**src/rtl/adda_sample_fifo.sv**
```systemverilog
// Mixed-width sample FIFO: 16-bit ADC words in, 8-bit bytes out (low byte first), single clock.
// Latency: a written word is readable the cycle after the write edge; q is valid 1 cycle after an accepted rdreq.
// Backpressure: writes are dropped while wrfull, reads are ignored while rdempty (optional sticky flags via FIFO_ERR_FLAGS_EN).
module adda_sample_fifo #(
  parameter int WR_DEPTH = 256,
  parameter int WR_AW    = 8
) (
  input  logic              mclk,
  input  logic              i_rest_n,
  input  logic [15:0]       data,
  input  logic              wrreq,
  input  logic              rdreq,
  output logic [7:0]        q,
  output logic              rdempty,
  output logic              rdfull,
  output logic [WR_AW+1:0]  rdusedw,
  output logic              wrempty,
  output logic              wrfull,
  output logic [WR_AW:0]    wrusedw
`ifdef FIFO_ERR_FLAGS_EN
  ,
  output logic              wr_ovf,
  output logic              rd_udf
`endif
);

  localparam int BYTES = 2 * WR_DEPTH;
  localparam int FULLW = BYTES - 1;
  localparam logic [WR_AW+1:0] CAP      = BYTES[WR_AW+1:0];
  // A word needs two free bytes, so one free byte still counts as full.
  localparam logic [WR_AW+1:0] WR_LIMIT = FULLW[WR_AW+1:0];

  logic [7:0]       mem [BYTES];
  logic [WR_AW:0]   wptr;
  logic [WR_AW:0]   wptr_odd;
  logic [WR_AW:0]   rptr;
  logic [WR_AW+1:0] cnt;
  logic [WR_AW+1:0] cnt_nxt;
  logic [WR_AW+1:0] cnt_rnd;
  logic             wr_acc;
  logic             rd_acc;
  logic             empty_q;

  // Acceptance uses only the registered flags, so a same-cycle opposite
  // operation can never rescue a rejected request.
  always_comb begin
    wr_acc  = wrreq && !wrfull;
    rd_acc  = rdreq && !empty_q;
    cnt_nxt = cnt;
    if (wr_acc) cnt_nxt = cnt_nxt + (WR_AW+2)'(2);
    if (rd_acc) cnt_nxt = cnt_nxt - (WR_AW+2)'(1);
    // Round up so an odd leftover byte still occupies one word.
    cnt_rnd = cnt_nxt + (WR_AW+2)'(1);
  end

  // wptr is always even, so the high byte of a word lands at wptr|1.
  assign wptr_odd = wptr + (WR_AW+1)'(1);

  // Byte storage; contents are not cleared by reset, pointers make them stale.
  always_ff @(posedge mclk) begin
    if (wr_acc) begin
      mem[wptr]     <= data[7:0];
      mem[wptr_odd] <= data[15:8];
    end
  end

  // Pointers, byte count, registered read data and all status flags.
  always_ff @(posedge mclk) begin
    if (!i_rest_n) begin
      wptr    <= '0;
      rptr    <= '0;
      cnt     <= '0;
      q       <= '0;
      empty_q <= 1'b1;
      rdfull  <= 1'b0;
      wrfull  <= 1'b0;
      wrusedw <= '0;
    end else begin
      if (wr_acc) wptr <= wptr + (WR_AW+1)'(2);
      if (rd_acc) begin
        q    <= mem[rptr];
        rptr <= rptr + (WR_AW+1)'(1);
      end
      cnt     <= cnt_nxt;
      empty_q <= (cnt_nxt == '0);
      rdfull  <= (cnt_nxt == CAP);
      wrfull  <= (cnt_nxt >= WR_LIMIT);
      wrusedw <= cnt_rnd[WR_AW+1:1];
    end
  end

  assign rdusedw = cnt;
  assign rdempty = empty_q;
  assign wrempty = empty_q;

`ifdef FIFO_ERR_FLAGS_EN
  // Sticky overflow/underflow indicators, cleared only by reset.
  always_ff @(posedge mclk) begin
    if (!i_rest_n) begin
      wr_ovf <= 1'b0;
      rd_udf <= 1'b0;
    end else begin
      if (wrreq && wrfull)  wr_ovf <= 1'b1;
      if (rdreq && empty_q) rd_udf <= 1'b1;
    end
  end
`endif

endmodule

```
**config.mk**
```make
export PLATFORM = sky130hd
export DESIGN_NAME = adda_sample_fifo
export DESIGN_NICKNAME = d
export VERILOG_FILES = /design/src/rtl/adda_sample_fifo.sv
export SDC_FILE = /design/constraint.sdc
export NUM_CORES = 2
export LEC_CHECK = 0
export BUFFER_PORTS_ARGS = -buffer_cell sky130_fd_sc_hd__buf_2
export CAP_MARGIN = 40
export CORE_MARGIN = 5
export CORE_UTILIZATION = 32
export DETAILED_ROUTE_END_ITERATION = 8
export SLEW_MARGIN = 40
export SYNTH_ARGS = -nofsm -noshare
export SYNTH_HDL_FRONTEND = slang
export SYNTH_SLANG_ARGS = --single-unit
```
**constraint.sdc**
```tcl
create_clock -name mclk -period 3.44 [get_ports mclk]
set_input_delay 0.688 -clock mclk [delete_from_list [all_inputs] [get_ports mclk]]
set_output_delay 0.688 -clock mclk [all_outputs]
set_load 0.01 [all_outputs]
```
== Word-level counts from Yosys, hierarchy flattened ==
Memories as Yosys holds them, arrays and structs flattened. A register that Yosys moved wholly into a read port is not among the register bits.
Cells that the tools add are included.
Cells by class
  shift-type cells: 0
  mux-type cells: 4
  reductions and logical operators: 6
  $mul: 0
  $lt $le $gt $ge: 1
  bitwise gates (word level): 0
  divide/modulo/power cells: 0
  $add $sub $neg: 6
  equal/unequal tests: 1
Operators by type and width (count)
  10-bit two-way mux: 2
  9-bit by 1-bit adder with 9-bit output (second input constant): 2
  10-bit by 1-bit adder with 10-bit output (second input constant): 1
  10-bit by 2-bit adder with 10-bit output (second input constant): 1
  10-bit == test (second input constant): 1
  10-bit by 9-bit >= comparator with 1-bit output (second input constant): 1
  10-bit zero test: 1
  10-bit by 1-bit subtractor with 10-bit output (second input constant): 1
  9-bit by 2-bit adder with 9-bit output (second input constant): 1
  1-bit zero test: 3
  1-bit logical AND: 2
  1-bit two-way mux: 2
Word-level totals
  output and inout bits: 31
  input bits: 20
  RAM bits: 4096
  memories kept: 1
  bits in read-only memories: 0
  logic and storage cells: 26
  latch bits: 0
  bits in registers: 40
Memories
  mem: depth 512, bits a word 8, rd ports 1, clocked after memory_dff 1, write ports 2, RTL line 33  | logic [7:0] mem [BYTES];

== Logic depth before layout (Yosys ltp) ==
  word-level depth: 6
  gate-level depth with buffers: 14
  mapped depth without buffers: 10

== Worst setup path after synthesis ==
OpenSTA, ideal clock, no wires.
  path type: input -> register
  start: input wrreq
  end: memory mem[254][0], enable pin
  path buffers: 1
  required time: 3031 ps
  cell stages on the path: 6
  data arrival time: 2881 ps
  setup slack: 150 ps
  setup time: 409 ps
  path through: nor2b_1 -> buf_2 -> nand4_1 -> inv_1 -> nand2_1 -> nor3_1
RTL lines
  start: declaration: RTL line 11  | input logic wrreq,
  end: declaration: RTL line 33

==> impl_results.md <==
* Run status: complete, but fails checks
* Failing checks: setup timing
* Final setup vio count at 1
* Cell Count, Final, Fillers Out at about 15,000
* Average wire per cell in the routed design at between 20 and 30 um
* Max-slew violation total from the final report at 0
* Sum of net half-perimeters after detailed placement at around 280 mm
* IO Port Bufs at 50
* Initial standard-cell utilization of the core at 0.3216
* Reg clk slew, reported paths at ~0.06 ns
* Overall die height at about 720 um
* Max-cap violations at 0
* LEAKAGE at just under 60 nW
* Type of the worst setup path: flop to flop
* Via-per-instance ratio at approximately 5.4
* Number of iterations in the first detailed-routing pass at 6
* Horiz. Die Dim at 717.5 um
* GRT overflow at 0
* Slew @ Worst Pin at around 0.91 ns
* Worst-case clock skew at approximately 0.08 ns
* FF/Latch Area at between 100,000 and 150,000 um2
* Top_reg_cell synth: sky130_fd_sc_hd__edfxtp_1
* Worst slew margin relative to its limit at 0.3956
* Number of flops mapped to enable cells by yosys at just over 4,000
* Global-route wire length before repair at between 600 and 700 mm
* Cell area power density at 605.2 nW/um2
* Maximum frequency from static timing analysis at roughly 290 MHz
* Core area at approximately 500,000 um2
* RSZ-0062 raised after global routing: true
* Async SR Flop Fraction at 0
* Synthesized cell area at about 160,000 um2
* Latest clock arrival within the worst-skew pair at 1.00 ns
* Setup Total Neg Slack at -0.0005573 ns
* Overall fraction of global-route tracks in use at 0.1720
* Maximum level of the CTS H-tree at 5
* Synth area leaders: sky130_fd_sc_hd__edfxtp_1, sky130_fd_sc_hd__mux4_2, sky130_fd_sc_hd__mux2i_1, sky130_fd_sc_hd__nor2_1, sky130_fd_sc_hd__dfxtp_1
* Number of fill cells in the layout at approximately 44,000
* Timing startpoint of the critical path: rptr[5]
* Via count of the routed design at 82,240
* FP Rows at around 260
* Data arrival time at the worst-slack endpoint at 4.33 ns
* WHS at roughly 0.12 ns
* Number of buffers created by CTS at 421
* Critical Path Fanout Max at 12
* #FFs+latches synth at 4,143
* CP Data Required Time at ~4.3 ns
* Vias in the first global route at between 80,000 and 90,000
* Area of the multi-input gates at 34,090 um2
* Largest net degree at the start of global routing at 97
* Gp weighted congestion at around 0.87
* Most frequent cell after synthesis: sky130_fd_sc_hd__edfxtp_1
* Ports placed on the boundary at just over 50
* Instance count after placement with tap cells included at about 15,000
* Clk buf depth at 4
* Synthesized instance count at 7,268
* Growth of design area from synthesis to finish at 18.95%
* TritonCTS clock tree: done
* Final critical path time including I/O delays and setup at 3.441 ns
* Critical path capture point type: flop
* Post-detailed-routing wire length at approximately 450 mm
* Root buf cell: sky130_fd_sc_hd__clkbuf_16
* Layout cell share with drive strength beyond 1 at 0.3196
* Top cells by instance count after synthesis: sky130_fd_sc_hd__edfxtp_1, sky130_fd_sc_hd__mux4_2, sky130_fd_sc_hd__nor2_1, sky130_fd_sc_hd__mux2i_1, sky130_fd_sc_hd__nand2_1
* DIE AREA at 514,800 um2
* Warning count from the yosys run at 0
* Minimum setup slack in the final design at -0.0005573 ns
* Cell accounting for the most synthesized area: sky130_fd_sc_hd__edfxtp_1
* DRC violations left at 0
* Share of the yosys chip area belonging to registers at 0.7737
* Startpoint of the most critical register-to-register path: rptr[5]
* Violation count after the first detailed-routing iteration at 10,550
* Initial antenna violation count at 27
* VDD IR max at 0.4349 mV
* Synth unique cells at 77
* Mean instance size in the synthesized netlist at about 22 um2
* Tcrit/Tclk final at 1.000
* Kind of start point of the critical path: flop
* Endpoints failing hold at 0
* Number of nets produced by synthesis at around 7,300
* Clock sink count at about 4,100
* Antenna Nets Post-Route at 0
* Hold Crit Class: input port to flop
* Post-synth top area share at 0.7679
* Final Net Count at between 8,000 and 9,000
* Critical hold path startpoint: data[10]
* Total chip power at about 120 mW
* Util after Layout at 0.3825
==> logic make-up (layout without fill, tap and decap cells) <==
logic type               count (synthesis)  in the layout  share of synthesized area
adder cells (fa/ha/maj)                  7              7                  0.0005467
XOR/XNOR                                31             31                   0.001695
AND/OR/NAND/NOR                        743            743                    0.02018
other                                    0              8                          0
multiplexers                          1331           1331                     0.1624
buffers and inverters                  433           1852                    0.01608
AO/OA/AOI/OAI                          580            580                    0.02533
flip-flops                            4143           4143                     0.7737
==> critical path, stage by stage, from the launching register on <==
cell,delay [ns]
sky130_fd_sc_hd__dfxtp_4,0.56
sky130_fd_sc_hd__nand2_1,0.44
sky130_fd_sc_hd__nor2_1,0.67
sky130_fd_sc_hd__buf_4,0.32
sky130_fd_sc_hd__a22oi_1,0.11
sky130_fd_sc_hd__o221ai_1,0.41
sky130_fd_sc_hd__buf_4,0.22
sky130_fd_sc_hd__a221oi_1,0.07
sky130_fd_sc_hd__buf_4,0.18
sky130_fd_sc_hd__a31o_2,0.24
sky130_fd_sc_hd__a32oi_1,0.15
==> through the flow <==
step,cell area (um2),worst slack [ns]
global placement,175800,-0.4726
detailed placement,175900,-0.4788
finish,190500,-0.0005573
CTS,190000,0.001615
global route,190500,-0.01665
floorplan,160200,0.1498
==> where the power goes <==
part	leakage (nW)	internal (mW)	switching [mW]
registers	37.2	55.6	0.181
clock network	6.69	25.8	19.4
logic	15.1	7.06	7.24
==> path summary, 6_finish.rpt <==
check,slack (ns),end,cells after the start
hold reg to reg,0.57,q[7],2
setup reg to reg,-0.0006,q[6],10
hold / removal,0.12,mem[295][2],1
setup / recovery,-0.0006,q[6],10
==> final cells by class <==
cell class,instances,area share
Sequential cell,4143,0.6506
Antenna cell,8,0.0001051
Multi-Input combinational cell,2692,0.1789
Clock inverter,258,0.01373
Tap cell,6655,0.04370
Clock buffer,525,0.05816
Inverter,15,0.0003612
Timing Repair Buffer,1054,0.05447
==> what timing repair did <==
| item | 4_1_cts | 5_1_grt |
|---|---|---|
| pin swaps | 6 | 5 |
| cloned | 1 | 5 |
| hold buffers | 0 | 0 |
| endpoints found under the setup margin | 8 | 8 |
| buffers inserted | 16 | 22 |
| resized for setup | 31 | 52 |
==> layer usage <==
metal | part of all wire | track usage
met5 | 0.00026 | 0
met4 | 0.039 | 0.05912
met1 | 0.40 | 0.2346
met2 | 0.47 | 0.2742
met3 | 0.094 | 0.03648
==> state kept, by name, summed over array words and instances, names as in the netlist <==
register / count
rdempty: 1
rptr: 9
mem: 4096
rdusedw: 10
wrfull: 1
rdfull: 1
wptr: 8
q: 8
wrusedw: 9
==> cell usage in the layout, fill, tap and decap left out, types with 34 or more instances in the layout <==
cell and count:
sky130_fd_sc_hd__buf_2 34, sky130_fd_sc_hd__mux4_2 1014, sky130_fd_sc_hd__o21ai_0 73, sky130_fd_sc_hd__edfxtp_1 4096, sky130_fd_sc_hd__buf_12 157, sky130_fd_sc_hd__a221oi_1 41
sky130_fd_sc_hd__bufinv_16 38, sky130_fd_sc_hd__clkinv_1 84, sky130_fd_sc_hd__a21oi_1 94, sky130_fd_sc_hd__mux2i_1 303, sky130_fd_sc_hd__clkbuf_1 90, sky130_fd_sc_hd__o221ai_1 41
sky130_fd_sc_hd__clkinv_2 88, sky130_fd_sc_hd__dfxtp_1 40, sky130_fd_sc_hd__nand3_1 38, sky130_fd_sc_hd__nor2_1 341, sky130_fd_sc_hd__o22ai_1 53, sky130_fd_sc_hd__a211oi_1 37
sky130_fd_sc_hd__clkbuf_16 429, sky130_fd_sc_hd__a22oi_1 59, sky130_fd_sc_hd__buf_4 817, sky130_fd_sc_hd__nand2_1 205
(Power assumes the default switching activity.)
